[config.mk]
export PLATFORM = sky130hd
export DESIGN_NAME = sccb_slave
export DESIGN_NICKNAME = d
export VERILOG_FILES = /design/src/rtl/sccb_pkg.sv /design/src/rtl/sccb_line_sync.sv /design/src/rtl/sccb_slave.sv
export SDC_FILE = /design/constraint.sdc
export NUM_CORES = 1
export LEC_CHECK = 0
export ABC_CLOCK_PERIOD_IN_PS = 2200
export BUFFER_PORTS_ARGS = -buffer_cell sky130_fd_sc_hd__buf_4
export CORE_UTILIZATION = 45
export CTS_BUF_LIST = sky130_fd_sc_hd__clkbuf_16
export DETAILED_ROUTE_END_ITERATION = 6
export PLACE_DENSITY = 0.64
export SLEW_MARGIN = 20
export SYNTH_ARGS = -nofsm -noshare
export SYNTH_HDL_FRONTEND = slang
export SYNTH_SLANG_ARGS = --single-unit
[constraint.sdc]
create_clock -name PCLK -period 2.2 [get_ports PCLK]
set_input_delay 0.22 -clock PCLK [delete_from_list [all_inputs] [get_ports PCLK]]
set_output_delay 0.22 -clock PCLK [all_outputs]
set_load 0.005 [all_outputs]
[src/rtl/sccb_pkg.sv]
// rtl/sccb_pkg.sv - shared SCCB state encoding and protocol constants
package sccb_pkg;
  typedef enum logic [3:0] {
    IDLE, ID, ID_ACK, SUB, SUB_ACK, WDAT, WDAT_ACK, RDAT, RDAT_NA, WAIT_STOP
  } sccb_state_t;

  localparam logic SCCB_RD   = 1'b1;
  localparam logic SCCB_WR   = 1'b0;
  localparam int   BYTE_BITS = 8;
endpackage

[src/rtl/sccb_line_sync.sv]
// rtl/sccb_line_sync.sv - SIO_C/SIO_D synchroniser with edge and START/STOP pulse detection
module sccb_line_sync #(
  parameter int SYNC_STAGES = 2
) (
  input  logic clk,
  input  logic rst,
  input  logic c_line,
  input  logic d_line,
  output logic data,
  output logic rise,
  output logic fall,
  output logic start,
  output logic stop
);
  logic [SYNC_STAGES-1:0] c_sync;
  logic [SYNC_STAGES-1:0] d_sync;
  logic c_q, d_q, c_s, d_s;

  // Reset to the idle-bus level so leaving reset does not fake a bus event.
  always_ff @(posedge clk) begin
    if (rst) begin
      c_sync <= '1;
      d_sync <= '1;
      c_q    <= 1'b1;
      d_q    <= 1'b1;
    end else begin
      c_sync <= {c_sync[SYNC_STAGES-2:0], c_line};
      d_sync <= {d_sync[SYNC_STAGES-2:0], d_line};
      c_q    <= c_s;
      d_q    <= d_s;
    end
  end

  assign c_s   = c_sync[SYNC_STAGES-1];
  assign d_s   = d_sync[SYNC_STAGES-1];
  assign data  = d_s;
  assign rise  = c_s & ~c_q;
  assign fall  = ~c_s & c_q;
  assign start = c_s & d_q & ~d_s;
  assign stop  = c_s & ~d_q & d_s;
endmodule

[src/rtl/sccb_slave.sv]
// rtl/sccb_slave.sv - SCCB responder decoding ID/sub-address/data onto a register-file port
module sccb_slave
  import sccb_pkg::*;
#(
  parameter logic [6:0] DEVICE_ID   = 7'h21,
  parameter int         SYNC_STAGES = 2
) (
  input  logic       PCLK,
  input  logic       PRESET,
  input  logic       SIO_C,
  input  logic       SIO_D_IN,
  output logic       SIO_D_OE,
  output logic [7:0] reg_addr,
  output logic [7:0] reg_wdata,
  output logic       reg_we,
  output logic       reg_re,
  input  logic [7:0] reg_rdata,
  output logic       busy,
  output logic       abort
);
  sccb_state_t state, state_n;
  logic [3:0]  cnt, cnt_n;
  logic [7:0]  shift, shift_n, tx, tx_n, sub_addr, sub_n, wdata_n, byte_in;
  logic        pend, pend_n, rw, rw_n, re_q, oe_n, we_n, re_n, busy_n, abort_n, in_ack;
  logic        data, rise, fall, start, stop;

  sccb_line_sync #(.SYNC_STAGES(SYNC_STAGES)) u_sync (
    .clk(PCLK), .rst(PRESET), .c_line(SIO_C), .d_line(SIO_D_IN),
    .data(data), .rise(rise), .fall(fall), .start(start), .stop(stop)
  );

  assign reg_addr = sub_addr;

  always_ff @(posedge PCLK) begin
    if (PRESET) begin
      state <= IDLE;   cnt <= '0;      pend <= 1'b0;     shift <= '0;
      tx <= '0;        sub_addr <= '0; rw <= 1'b0;       re_q <= 1'b0;
      SIO_D_OE <= 1'b0; reg_wdata <= '0; reg_we <= 1'b0; reg_re <= 1'b0;
      busy <= 1'b0;    abort <= 1'b0;
    end else begin
      state <= state_n; cnt <= cnt_n;     pend <= pend_n;   shift <= shift_n;
      tx <= tx_n;       sub_addr <= sub_n; rw <= rw_n;      re_q <= reg_re;
      SIO_D_OE <= oe_n; reg_wdata <= wdata_n; reg_we <= we_n; reg_re <= re_n;
      busy <= busy_n;   abort <= abort_n;
    end
  end

  always_comb begin
    state_n = state;  cnt_n = cnt;     pend_n = pend;      shift_n = shift;
    tx_n = tx;        sub_n = sub_addr; rw_n = rw;         oe_n = SIO_D_OE;
    wdata_n = reg_wdata; we_n = 1'b0;  re_n = 1'b0;        busy_n = busy;
    abort_n = 1'b0;
    byte_in = {shift[6:0], data};
    in_ack  = state inside {ID_ACK, SUB_ACK, WDAT_ACK, RDAT_NA};
    if (re_q) tx_n = reg_rdata;
    if (start || stop) begin
      // The SIO_C rise that precedes a START/STOP is not a data bit (pend).
      abort_n = in_ack || (cnt > {3'b000, pend});
      state_n = start ? ID : IDLE;
      busy_n  = start;
      oe_n    = 1'b0;
      cnt_n   = '0;
      pend_n  = 1'b0;
    end else if (rise) begin
      unique case (state)
        ID, SUB, WDAT: begin
          shift_n = byte_in;
          cnt_n   = cnt + 4'd1;
          pend_n  = 1'b1;
          if (cnt == 4'(BYTE_BITS - 1)) begin
            if (state == ID && byte_in[7:1] == DEVICE_ID && byte_in[0] == SCCB_RD) re_n = 1'b1;
            if (state == SUB) sub_n = byte_in;
            if (state == WDAT) begin
              we_n    = 1'b1;
              wdata_n = byte_in;
            end
          end
        end
        RDAT: begin
          cnt_n  = cnt + 4'd1;
          pend_n = 1'b1;
        end
        RDAT_NA: begin
          if (data) state_n = WAIT_STOP;
          else begin
            re_n    = 1'b1;
            state_n = RDAT;
          end
        end
        default: ;
      endcase
    end else if (fall) begin
      pend_n = 1'b0;
      unique case (state)
        ID, SUB, WDAT: begin
          if (cnt == 4'(BYTE_BITS)) begin
            cnt_n = '0;
            if (state == ID && shift[7:1] != DEVICE_ID) state_n = WAIT_STOP;
            else begin
              oe_n    = 1'b1;
              rw_n    = (state == ID) ? shift[0] : rw;
              state_n = (state == ID) ? ID_ACK : (state == SUB) ? SUB_ACK : WDAT_ACK;
            end
          end
        end
        ID_ACK: begin
          if (rw == SCCB_WR) begin
            oe_n    = 1'b0;
            state_n = SUB;
          end else begin
            oe_n    = ~tx[7];
            tx_n    = {tx[6:0], 1'b0};
            state_n = RDAT;
          end
        end
        SUB_ACK: begin
          oe_n    = 1'b0;
          state_n = WDAT;
        end
        WDAT_ACK: begin
          oe_n    = 1'b0;
          state_n = WAIT_STOP;
        end
        RDAT: begin
          if (cnt == 4'(BYTE_BITS)) begin
            oe_n    = 1'b0;
            cnt_n   = '0;
            state_n = RDAT_NA;
          end else begin
            oe_n = ~tx[7];
            tx_n = {tx[6:0], 1'b0};
          end
        end
        default: ;
      endcase
    end
  end
endmodule

After elaboration in Yosys (flattened, before gate mapping)
Cells that the tools add are included.

storage, ports and cells
  register bits = 54
  output and inout port bits = 21

cells by class
  add/subtract/negate cells = 1
  magnitude comparators = 1
  equal/unequal tests = 19
  multiplexer cells = 38
  bitwise gates (word level) = 16
  reduce and logical (&&, ||, !) cells = 26

operators by type and width
  kind                 count
  $mux 4               13
  $mux 8               6
  $eq 4x3->1 const B   5
  $pmux 4 s5           1
  $reduce_and 5->1     4
  $pmux 8 s2           1
  $mux 1               12
  $not 1->1            10
  $eq 4x2->1 const B   2
  $eq 4x4->1 const B   2
  $ne 2x2->1 const B   4
  $ne 4x4->1 const B   2
  $reduce_bool 4->1    2
  $eq 7x6->1 const B   1
  $ne 7x6->1 const B   1
  $reduce_and 7->1     1
  $reduce_bool 7->1    1
  $and 1x1->1          6
  $mux 3               2
  $reduce_or 2->1      3
  $reduce_or 3->1      2
  $reduce_or 5->1      1
  $add 4x1->4 const B  1
  $eq 4x1->1 const B   1
  13 further kinds     17

Depth between registers and ports, before layout
  depth after elaboration = 9
  gate-level depth with buffers = 8
  mapped depth without buffers = 6

Modules after synthesis
A second synthesis with hierarchy kept.

second synthesis, totals
  cell total of the unflattened synthesis = 258
  area total of the unflattened synthesis = 2439.8 µm²

by module, submodules not included
  module          times used  cells an instance  area an instance (µm²)  sequential area each (µm²)
  sccb_slave      1           242                2252.2                  960.9
  sccb_line_sync  1           16                 187.7                   120.1

Worst setup path before layout
No wires, ideal clock.

  path kind = register to register
  from = register u_sync.c_sync[1]
  to = register reg_wdata[0]
  arrival = 1797 ps
  data required time = 2072 ps
  slack = 276 ps
  cell stages (with the launch flop) = 7
  buffers on the path = 1
  period minus slack after synthesis = 1924 ps
  path through = dfxtp_1 -> ha_1 -> buf_2 -> nand3b_4 -> a2111oi_4 -> mux2i_1 -> nor2_1

RTL lines
  item                        RTL line              source
  start, declared             sccb_line_sync.sv:15  logic [SYNC_STAGES-1:0] c_sync;
  start signal, assigned      sccb_line_sync.sv:27  c_sync <= {c_sync[SYNC_STAGES-2:0], c_line};
  $and 1x1->1                 sccb_line_sync.sv:37  assign rise = c_s & ~c_q;
  net rise                    sccb_slave.sv:25      logic data, rise, fall, start, stop;
  $reduce_and 5->1 (no line)  --
  end signal, assigned        sccb_slave.sv:43      SIO_D_OE <= oe_n; reg_wdata <= wdata_n; reg_we <= we_n; reg_re <= re_n;
  end, declared               sccb_slave.sv:14      output logic [7:0] reg_wdata,

The timed path passes the listed nets, and every way through them passes these cells.
A chain may end at the register's enable or synchronous reset.

Final worst setup path
  from = register cnt[1]
  to = register sub_addr[2] (netlist: reg_addr[2])

on the way
  cells in the longest elaborated chain, start to end = 2

ends and longest elaborated chain
  item                        RTL line          source
  start, declared             sccb_slave.sv:22  logic [3:0] cnt, cnt_n;
  start signal, assigned      sccb_slave.sv:41  state <= state_n; cnt <= cnt_n; pend <= pend_n; shift <= shift_n;
  $eq 4x3->1                  sccb_slave.sv:70  if (cnt == 4'(BYTE_BITS - 1)) begin
  $reduce_and 5->1 (no line)  --
  end signal, assigned        sccb_slave.sv:42  tx <= tx_n; sub_addr <= sub_n; rw <= rw_n; re_q <= reg_re;
  end, declared               sccb_slave.sv:23  logic [7:0] shift, shift_n, tx, tx_n, sub_addr, sub_n, wdata_n, byte_in;

Every way passes these cells.

==> summary.md <==
| Metric | Value |
|---|---|
| RSZ-0062 raised after global routing | `no` |
| 1st-iter DRT viols | `183` |
| Htree depth | `2` |
| Crit end category | `register` |
| Clock latency on the worst-skew pair | `0.29 ns` |
| Number of flops mapped to enable cells by yosys | `0` |
| Switch share | `23.7%` |
| Port Buffer Count | `32` |
| Vias per cell | `5.55` |
| #FFs+latches synth | `54` |
| Post_cts resized | `0` |
| Die X | `79.1 microns` |
| Clk pwr share | `41.7%` |
| Post-synth top flop | `dfxtp_1` |
| Starting Density | `47.7%` |
| Via count | `2,176` |
| Final Cycle Share | `85.1%` |
| Combinational power share | `10.6%` |
| Row count | `27` |
| Gr usage total | `19.7%` |
| Flop pwr share | `47.8%` |
| Hold Startpoint | `SIO_C` |
| Min Tclk post-route | `1.87 ns` |
| Syn nets | `303` |
| Final setup viols | `0` |
| Largest net degree at the start of global routing | `39` |
| Internal reg-to-reg setup slack | `0.33 ns` |
| Initial antenna violation count | `0` |
| Routing usage on met3 | `4.25%` |
| Routed len/inst | `14.3 microns` |
| Area delta synth->final | `19.4%` |
| WS Path Type | `reg2reg` |
| PD cells | `664 nW/um^2` |
| Cts hold-fix bufs | `0` |
| Synth async-reset ratio | `0%` |
| WHS Endpoint | `u_sync.c_sync[0]$_SDFF_PP1_` |
| Router iterations before antenna repair | `4` |
| CTS tree | `built` |
| Sequential-to-total area share from yosys stat | `40.4%` |
| Grt met1 use | `27.2%` |
| Fmax | `0.534 GHz` |
| Critical path fanouts, max | `8` |
| Fin nets | `337` |
| Max IR drop VDD | `420 uV` |
| Gpl congestion | `0.919` |
| Hold path depth | `2` |
| Required time worst endpoint | `2.37 ns` |
| Final Max Tran Viols | `0` |
| Run status | `complete, no violations` |
| Setup TNS | `0 ns` |
| Total detailed-routing wirelength | `5.62 mm` |
| Max stage delay on crit path | `0.40 ns` |
| Mapped cell area | `2680 sq um` |
| Final HPWL DP | `3.97 mm` |
| First-pass GRT wire length | `9.65 mm` |
| Postcts setup bufs | `0` |
| Min-delay worst type | `in2reg` |
| Gr ovfl total | `0` |
| LEAKAGE | `1.20 nW` |
| Num CTS Buffers | `5` |
| Ys Warns | `0` |
| FF-to-FF path depth | `6` |
| Final ANT Viol Nets | `0` |
| Switching Power | `0.000503 W` |
| Slowest cell on crit path | `dfxtp_1` |
| Number of max-cap violations | `0` |
| Fin. Hold Viols | `0` |
| Crit path from | `cnt[1]$_SDFFE_PP0P_` |
| Busiest metal layer after global routing | `met2` |
| CP startpoint kind | `register` |
| Slew HR | `59.8%` |
| Clock buffer depth | `2` |
| CP cell instances | `ha_1 > nand3b_1 > a2111oi_4 > buf_4 > mux2i_1 > nor2_1` |
| Clock sinks | `54` |
| Met2 global-route usage | `30.1%` |
| Layout cells sized above 1 | `21.3%` |
| CTS Root Cell | `clkbuf_16` |
| Ports | `33` |
| Syn Inst Count | `285` |
| Die H | `79.1 microns` |
| CTS clk-pin slew, worst paths | `0.07 ns` |
| Core area | `5610 sq um` |
| Total power draw | `0.00212 W` |
| Crit path DAT | `2.04 ns` |
| Layout Skew | `0.00598 ns` |
| Ant diodes | `0` |
| Post-Syn Area per Cell | `9.39 sq um` |
| Cell Int Power | `0.00162 W` |
| R2R Path Start | `cnt[1]$_SDFFE_PP0P_` |
| Netlist cell types | `55` |
| Vias in the first global route | `2,018` |
| # DRC | `0` |
| Crit Reg-Reg Endpoint | `reg_addr[2]$_SDFFE_PP0P_` |
| Die ar. | `6260 sq um` |
| Worst-margin pin slew | `0.603 ns` |
-- power groups by stage --
stage	clock, W	sequential [W]	combinational, W
global route	0.000954	0.00102	0.000250
CTS	0.000900	0.00101	0.000223
global placement	0	0.00104	0.000222
finish	0.000885	0.00101	0.000225
floorplan	0	0.00102	0.000171
detailed placement	0	0.00104	0.000222
-- final cells by class --
class                   count  area (sq um)
repair buffers             47           353
well taps                  72          90.1
multi-input cells         202          1470
clock buffers               5           125
fillers                   521          2410
clock inverters             3          41.3
flip-flops and latches     54          1080
inverters                   9          33.8
-- cells in the final DEF (no fill, tap or decap), types with 2 or more instances in the layout --
| cell type | n |
|---|---|
| nor3_1 | 7 |
| nand4_1 | 2 |
| nand3_1 | 6 |
| nand3b_1 | 5 |
| o221ai_1 | 2 |
| and3_1 | 2 |
| a2111oi_4 | 2 |
| clkbuf_16 | 5 |
| buf_4 | 47 |
| mux2i_1 | 34 |
| inv_1 | 10 |
| a31oi_1 | 2 |
| nand2_1 | 14 |
| or2_2 | 6 |
| ha_1 | 6 |
| o21ai_0 | 11 |
| a21oi_1 | 14 |
| o311a_1 | 7 |
| o31ai_1 | 2 |
| nor2b_1 | 5 |
| o2111ai_1 | 2 |
| nor2_1 | 35 |
| o311ai_0 | 2 |
| and2_1 | 2 |
| a211oi_1 | 2 |
| dfxtp_1 | 54 |
| nor4b_1 | 2 |
| o41ai_2 | 2 |
| nand2b_1 | 5 |
-- layer usage --
| metal | wire [microns] | part of all wire (%) |
|---|---|---|
| met1 | 2830 | 50 |
| met2 | 2530 | 45 |
| met4 | 65 | 1.2 |
| met5 | 0 | 0 |
| met3 | 194 | 3.5 |
-- synth_stat cells, drive strengths merged (3+ instances only) --
| cell type | n | area [sq um] |
|---|---|---|
| ha | 6 | 75.1 |
| nand2b | 5 | 31.3 |
| nor3 | 7 | 35.0 |
| nand3 | 6 | 30.0 |
| clkbuf | 13 | 48.8 |
| o41ai | 3 | 41.3 |
| dfxtp | 54 | 1080 |
| buf | 7 | 41.3 |
| o311a | 7 | 70.1 |
| nand2 | 14 | 52.6 |
| a21oi | 14 | 70.1 |
| or2 | 6 | 37.5 |
| o21ai | 12 | 60.1 |
| nor2b | 5 | 31.3 |
| inv | 9 | 33.8 |
| mux2i | 34 | 340 |
| nor2 | 35 | 131 |
| nand3b | 6 | 57.6 |
-- cell families (layout without fill, tap and decap cells) --
kind of cell	after synthesis	in the layout	synth area share (%)
simple gates	100	100	19.7
flops	54	54	40.4
xor+xnor	3	3	1.68
buf+inv	29	64	4.63
mux	34	34	12.7
fa+ha+maj	6	6	2.80
compound gates	59	59	18.1
-- state kept, by name (all words and copies together) (netlist names), 2 cells and up --
signal         count
reg_addr           8
reg_wdata          8
shift              8
tx                 8
cnt                4
state              4
u_sync.c_sync      2
u_sync.d_sync      2
-- per-stage QoR --
stage                     setup WS, ns  utilization (%)  instances  area, sq um  hold slack, ns
after floorplan                  0.276                -        285         2680           0.324
after global placement           0.381             54.0        384         3030           0.393
after detailed placement         0.347             54.0        384         3030           0.396
after CTS                        0.327             57.0        392         3200           0.106
after global routing             0.176             57.0        392         3200           0.108
final                            0.328             57.0        392         3200           0.108
-- worst max path at each step --
stage,endpoint,slack (ns)
floorplan,reg_wdata[0]$_SDFFE_PP0P_,0.28
global placement,reg_wdata[5]$_SDFFE_PP0P_,0.38
detailed placement,reg_addr[2]$_SDFFE_PP0P_,0.35
CTS,reg_addr[2]$_SDFFE_PP0P_,0.33
global route,state[2]$_SDFFE_PP0P_,0.18
finish,reg_addr[2]$_SDFFE_PP0P_,0.33
-- critical path: cells and delay by family (launching register included) --
| family | cells | cell delay (ns) |
|---|---|---|
| simple gates | 2 | 0.32 |
| buf+inv | 1 | 0.25 |
| fa+ha+maj | 1 | 0.22 |
| flops | 1 | 0.40 |
| compound gates | 1 | 0.34 |
| mux | 1 | 0.21 |
Note: power is estimated with default switching activity, not from simulation.
